[config.mk]
export PLATFORM = sky130hd
export DESIGN_NAME = spi_arbiter
export DESIGN_NICKNAME = d
export VERILOG_FILES = /design/src/rtl/spi_arbiter.sv
export SDC_FILE = /design/constraint.sdc
export NUM_CORES = 1
export LEC_CHECK = 0
export CAP_MARGIN = 20
export CORE_MARGIN = 1
export CORE_UTILIZATION = 49
export CTS_CLUSTER_SIZE = 40
export DETAILED_ROUTE_END_ITERATION = 8
export PLACE_DENSITY = 0.95
export SYNTH_ARGS = -nofsm -noshare
export SYNTH_HDL_FRONTEND = slang
export SYNTH_SLANG_ARGS = --single-unit
[constraint.sdc]
create_clock -name clk -period 4.5 [get_ports clk]
set_clock_uncertainty 0.2 [all_clocks]
set_input_delay 0.675 -clock clk [delete_from_list [all_inputs] [get_ports clk]]
set_output_delay 0.675 -clock clk [all_outputs]
set_load 0.1 [all_outputs]
[src/rtl/spi_arbiter.sv]
// Two-requester SPI bus arbiter with per-requester chip select and a shared byte engine.
// Latency: cs_n one cycle after req, gnt CS_SETUP_CLKS cycles later, spi_start one cycle after byte_start.
// Backpressure: requesters hold req for the whole transaction; bytes wait on spi_done indefinitely.
module spi_arbiter #(
   parameter int unsigned CS_SETUP_CLKS = 2,
   parameter int unsigned CS_HOLD_CLKS  = 2
) (
   input  logic        clk,
   input  logic        reset_n,
   input  logic [1:0]  req,
   output logic [1:0]  gnt,
   input  logic [1:0]  byte_start,
   input  logic [15:0] tx_data,
   output logic [1:0]  byte_done,
   output logic [7:0]  rx_data,
   output logic [1:0]  cs_n,
   output logic        spi_start,
   output logic [7:0]  spi_data_in,
   input  logic        spi_done,
   input  logic [7:0]  spi_data_out
);

   typedef enum logic [2:0] {
      IDLE,
      CS_SETUP,
      READY,
      BUSY,
      CS_HOLD
   } state_t;

   // Counters run from LOAD down to zero, so a LOAD of N-1 spends N cycles in the state.
   localparam logic [7:0] SETUP_LOAD = 8'(CS_SETUP_CLKS - 1);
   localparam logic [7:0] HOLD_LOAD  = 8'(CS_HOLD_CLKS - 1);

   state_t     state, state_nxt;
   logic       own, own_nxt;
   logic       last, last_nxt;
   logic [7:0] cnt, cnt_nxt;
   logic [7:0] rx_nxt;
   logic [7:0] sdi_nxt;
   logic       start_nxt;
   logic [1:0] done_nxt;
   logic       win;
   logic [1:0] own_sel;
   logic       cs_active;

   // State and datapath registers; reset releases the bus immediately.
   always_ff @(posedge clk or negedge reset_n) begin
      if (!reset_n) begin
         state       <= IDLE;
         own         <= 1'b0;
         last        <= 1'b1;
         cnt         <= 8'h00;
         rx_data     <= 8'h00;
         spi_data_in <= 8'h00;
         spi_start   <= 1'b0;
         byte_done   <= 2'b00;
      end else begin
         state       <= state_nxt;
         own         <= own_nxt;
         last        <= last_nxt;
         cnt         <= cnt_nxt;
         rx_data     <= rx_nxt;
         spi_data_in <= sdi_nxt;
         spi_start   <= start_nxt;
         byte_done   <= done_nxt;
      end
   end

   // Next-state, arbitration, counter and byte-transfer decisions.
   always_comb begin
      state_nxt = state;
      own_nxt   = own;
      last_nxt  = last;
      cnt_nxt   = cnt;
      rx_nxt    = rx_data;
      sdi_nxt   = spi_data_in;
      start_nxt = 1'b0;
      done_nxt  = 2'b00;
      win       = 1'b0;
      case (state)
         IDLE: begin
            // Round-robin on a tie; stale spi_done is ignored here.
            if (|req) begin
               win       = (req == 2'b11) ? ~last : req[1];
               own_nxt   = win;
               last_nxt  = win;
               cnt_nxt   = SETUP_LOAD;
               state_nxt = CS_SETUP;
            end
         end
         CS_SETUP: begin
            // Setup is never aborted; a dropped req releases from READY.
            if (cnt == 8'h00) state_nxt = READY;
            else              cnt_nxt   = cnt - 8'h01;
         end
         READY: begin
            // Release wins over a simultaneous byte request.
            if (!req[own]) begin
               cnt_nxt   = HOLD_LOAD;
               state_nxt = CS_HOLD;
            end else if (byte_start[own]) begin
               sdi_nxt   = own ? tx_data[15:8] : tx_data[7:0];
               start_nxt = 1'b1;
               state_nxt = BUSY;
            end
         end
         BUSY: begin
            // A byte in flight always completes, even if req has dropped.
            if (spi_done) begin
               rx_nxt   = spi_data_out;
               done_nxt = own ? 2'b10 : 2'b01;
               if (req[own]) begin
                  state_nxt = READY;
               end else begin
                  cnt_nxt   = HOLD_LOAD;
                  state_nxt = CS_HOLD;
               end
            end
         end
         CS_HOLD: begin
            if (cnt == 8'h00) state_nxt = IDLE;
            else              cnt_nxt   = cnt - 8'h01;
         end
         default: state_nxt = IDLE;
      endcase
   end

   // Chip select and grant decode straight from state so reset clears them without a clock.
   always_comb begin
      own_sel   = own ? 2'b10 : 2'b01;
      cs_active = (state == CS_SETUP) || (state == READY) ||
                  (state == BUSY)     || (state == CS_HOLD);
      cs_n      = cs_active ? ~own_sel : 2'b11;
      gnt       = ((state == READY) || (state == BUSY)) ? own_sel : 2'b00;
   end

endmodule

After elaboration in Yosys (flattened, before gate mapping)
Index checks and enable logic that the tools add are counted.

Output and inout port bits: 23. Flip-flop bits (word level): 32. Logic and storage cells: 64. Bits of input ports: 31.

Muxes and demuxes: 27. Equal/unequal tests: 11. Reductions and logical operators: 14. Bitwise gates (word level): 2. Add/sub/neg operators: 1. Order comparisons: 1.

Operators by type and width (count): 8-bit two-way mux (5); 8-bit one-hot mux with 4 select lines (1); 3-bit two-way mux (7); 3-bit one-hot mux with 5 select lines (1); 2-bit two-way mux (5); 2-bit inequality test, second input constant (5); 8-bit logical NOT (1); 1-bit two-way mux (8); 8-bit by 1-bit subtractor with 8-bit output, second input constant (1); 3-bit by 2-bit equality test with 1-bit output, second input constant (2); 5-bit AND reduction (1); 1-bit logical OR (4); 2-bit AND reduction (2); 4-bit AND reduction (1); 4-bit nonzero test (1); 2-bit OR reduction (2); 3-bit by 1-bit equality test with 1-bit output, second input constant (1); 3-bit equality test, second input constant (1); 3-bit logical NOT (1); 3-bit inequality test, second input constant (1); 3-bit AND reduction (1); 2-bit equality test, second input constant (1); 1-bit by 2-bit < comparator with 1-bit output, second input constant (1); 2-bit inverter (1); 1-bit inverter (1).

Depth between registers and ports, before layout
Depth in word-level cells: 5. Gate-level depth with buffers: 7. Gate-level depth less buffers: 6.

Worst setup path before layout
Ideal clock, no wire load.

Path type: reg-to-output. From: register own. To: output gnt[0]. Arrival time: 2055 ps. Stages on the path, launching flop included: 4. Path slack: 1570 ps. Buffers on the path: 2. Required time: 3625 ps. Cells stage by stage: dfrtp_1 > buf_2 > buf_1 > nor2_1.

Longest elaborated chain between the ends: 2.

RTL lines: start, declared (RTL line 36) `logic own, own_nxt;`; start signal, assigned (RTL line 60) `own <= own_nxt;`; 2-bit two-way mux (RTL line 131) `own_sel = own ? 2'b10 : 2'b01;`; 2-bit two-way mux (RTL line 135) `gnt = ((state == READY) || (state == BUSY)) ? own_sel : 2'b00;`; end, declared (RTL line 11) `output logic [1:0] gnt,`.

No other way between the ends.

Final worst setup path
From: register own. To: output cs_n[1].

Longest elaborated chain between the ends: 3.

RTL lines: 2-bit two-way mux (RTL line 131); 2-bit inverter (RTL line 134) `cs_n = cs_active ? ~own_sel : 2'b11;`; 2-bit two-way mux (RTL line 134); end, declared (RTL line 16) `output logic [1:0] cs_n,`.

No other way between the ends.

==> results.sh <==
export IMPL_worstSetupPathDepth=3
export IMPL_crit_fanout=16
export IMPL_cp_cell_sequence="inv_1, or3_1, clkdlybuf4s50_1"
export IMPL_die_w_um=59.8
export IMPL_synth_cells=154
export IMPL_r2r_cells=4
export IMPL_finalNetCount=240
export IMPL_cts_hold_fix_buffers=0
export IMPL_final_cell_count_no_fill=252
export IMPL_area_delta_synth_final_pct=38.7
export IMPL_grt_start_max_net_pins=33
export IMPL_vias=1413
export IMPL_dp_slack_ps=1360
export IMPL_cts_buffers=5
export IMPL_initial_core_util_pct=52.8
export IMPL_syn_area_um2=1640
export IMPL_postCtsSetupBuffers=0
export IMPL_hpwlAfterDp_mm=2.96
export IMPL_gr_total_overflow=0
export IMPL_start_kind="register"
export IMPL_ys_flop_type="dfrtp_1"
export IMPL_finalCritPeriodShare_pct=78.4
export IMPL_slew_violations=0
export IMPL_grt_met1_usage_pct=26.2
export IMPL_hp_class="register to register"
export IMPL_slew_limit_headroom_pct=33.8
export IMPL_min_period_ps=3530
export IMPL_clk_latency_ps=340
export IMPL_design_core_area_um2=3100
export IMPL_timing_fmax_mhz=283
export IMPL_crit_slowest_cell="clkdlybuf4s50_1"
export IMPL_cts_root_buf="clkbuf_4"
export IMPL_yosysWarnings=0
export IMPL_die_area_um2=3580
export IMPL_numPortBuffers=53
export IMPL_slowest_delay_ps=970
export IMPL_endpoint_kind="output port"
export IMPL_dp_cells=244
export IMPL_cp_data_required_time_ps=3620
export IMPL_setup_viol_count_final=0
export IMPL_yosysSeqAreaShare_pct=49.0
export IMPL_synth_edf_count=0
export IMPL_cts_tree="done"
export IMPL_io_pins=54
export IMPL_finalHoldViolCount=0
export IMPL_grt_pass1_vias=1382
export IMPL_use_met3_pct=6.93
export IMPL_grt_pass1_wl_mm=6.19
export IMPL_clkSinkCount=32
export IMPL_min_delay_path_depth=1
export IMPL_synth_seq_cells=32
export IMPL_cts_resized=0
export IMPL_drc=0
export IMPL_insertedDiodeCount=0
export IMPL_use_met2_pct=43.2
export IMPL_async_flop_share_pct=100
export IMPL_rsz0062_at_grt="false"
export IMPL_vias_per_cell=5.61
export IMPL_grt_most_used_layer="met2"
export IMPL_layout_setup_ws_ps=971
export IMPL_syn_mean_instance_area_um2=10.6
export IMPL_drt_iter0_drc=71
export IMPL_antenna_found_initial=0
export IMPL_cts_clk_slew_worst_paths_ps=100
export IMPL_dr_pass1_iters=4
export IMPL_maxCapViolCount=0
export IMPL_hold_ws_ps=313
export IMPL_tightest_slew_ps=990
export IMPL_status="finished clean"
export IMPL_cts_buffer_depth=2
export IMPL_drive_gt1_share_pct=10.6
export IMPL_tns_ps=0
export IMPL_avgRoutedWirePerCell_um=16.1
export IMPL_cp_num_buf_inv=2
export IMPL_wl_mm=4.05
export IMPL_synthesis_nets=187
export IMPL_die_h_um=59.8
export IMPL_rows=20
export IMPL_cts_htree_levels=2
export IMPL_grtUsageTotal_pct=24.3
export IMPL_arrival_ps=2650
export IMPL_gp_congestion=0.909
export IMPL_path_class="register to output port"
export IMPL_drtAntennaViolNets=0
export IMPL_crit_family="buffers and inverters"
export IMPL_synth_cell_types=46
## worst paths after layout
kind	from	endpoint	slack (ps)
worst max-delay path	own$_DFFE_PN0P_	cs_n[1]	970
worst min-delay path	rx_data[2]$_DFFE_PN0P_	rx_data[2]$_DFFE_PN0P_	310
worst max register to register	own$_DFFE_PN0P_	cnt[5]$_DFFE_PN0P_	2240
worst min register to register	rx_data[2]$_DFFE_PN0P_	rx_data[2]$_DFFE_PN0P_	310
max in group asynchronous	reset_n	last$_DFFE_PN1P_	3270
min in group asynchronous	reset_n	cnt[0]$_DFFE_PN0P_	510
## cell families (layout without fill, tap and decap cells)
family / count (synthesis) / count (layout) / share of synthesized area [%]
compound gates: 34 / 34 / 15.1
xor+xnor: 1 / 1 / 0.535
buf+inv: 11 / 65 / 3.97
fa+ha+maj: 2 / 2 / 1.53
mux: 17 / 17 / 11.1
flops: 32 / 32 / 49.0
simple gates: 57 / 57 / 18.9
## through the flow
step                util, %  area, um^2
floorplan                 -        1640
global placement       70.2        2180
detailed placement     70.2        2180
CTS                    73.2        2270
global route           73.2        2270
finish                 73.2        2270
## cell type report
class | instances | area [um^2]
Clock inverter | 1 | 30.0
Multi-Input combinational cell | 111 | 771
Clock buffer | 7 | 65.1
Sequential cell | 32 | 802
Inverter | 3 | 11.3
Tap cell | 44 | 55.1
Fill cell | 226 | 831
Timing Repair Buffer | 54 | 538
## sequential cells by signal (all words and copies together), names as in the netlist
register	cells
last	1
spi_start	1
state	3
cnt	8
spi_data_in	8
rx_data	8
own	1
byte_done	2
## worst register-to-register path, cell delays in order, from the launching register on
cell,delay [ps]
dfrtp_1,780
mux2_2,440
a21oi_2,220
nand2_1,180
a211o_1,330
## Yosys cell counts, types with 3 or more instances
cell type | instances | area share (%)
a211o_1 | 5 | 2.7
a21oi_1 | 12 | 3.7
buf_2 | 4 | 1.2
dfrtp_1 | 31 | 47
inv_1 | 3 | 0.69
mux2_2 | 9 | 6.2
mux2i_1 | 8 | 4.9
nand2_1 | 7 | 1.6
nand3b_1 | 4 | 1.8
nor2_1 | 18 | 4.1
nor3_1 | 6 | 1.8
o21ai_0 | 3 | 0.92
## cells in the final DEF (no fill, tap or decap), types with 3 or more instances in the layout
| master | instances |
|---|---|
| a211o_1 | 5 |
| a21oi_1 | 12 |
| clkbuf_4 | 5 |
| clkdlybuf4s50_1 | 53 |
| dfrtp_1 | 31 |
| inv_1 | 3 |
| mux2_2 | 9 |
| mux2i_1 | 8 |
| nand2_1 | 7 |
| nand3b_1 | 4 |
| nor2_1 | 18 |
| nor3_1 | 6 |
| o21ai_0 | 3 |
## metal layers
layer / vias up / wire [um]
li1: 668 / -
met1: 680 / 1540
met2: 51 / 2160
met3: 14 / 235
met4: 0 / 110
met5: - / 0
Power is left out: the tool's default activity adds up to more than one toggle a clock period on the data nets, which glitch-free logic cannot reach.
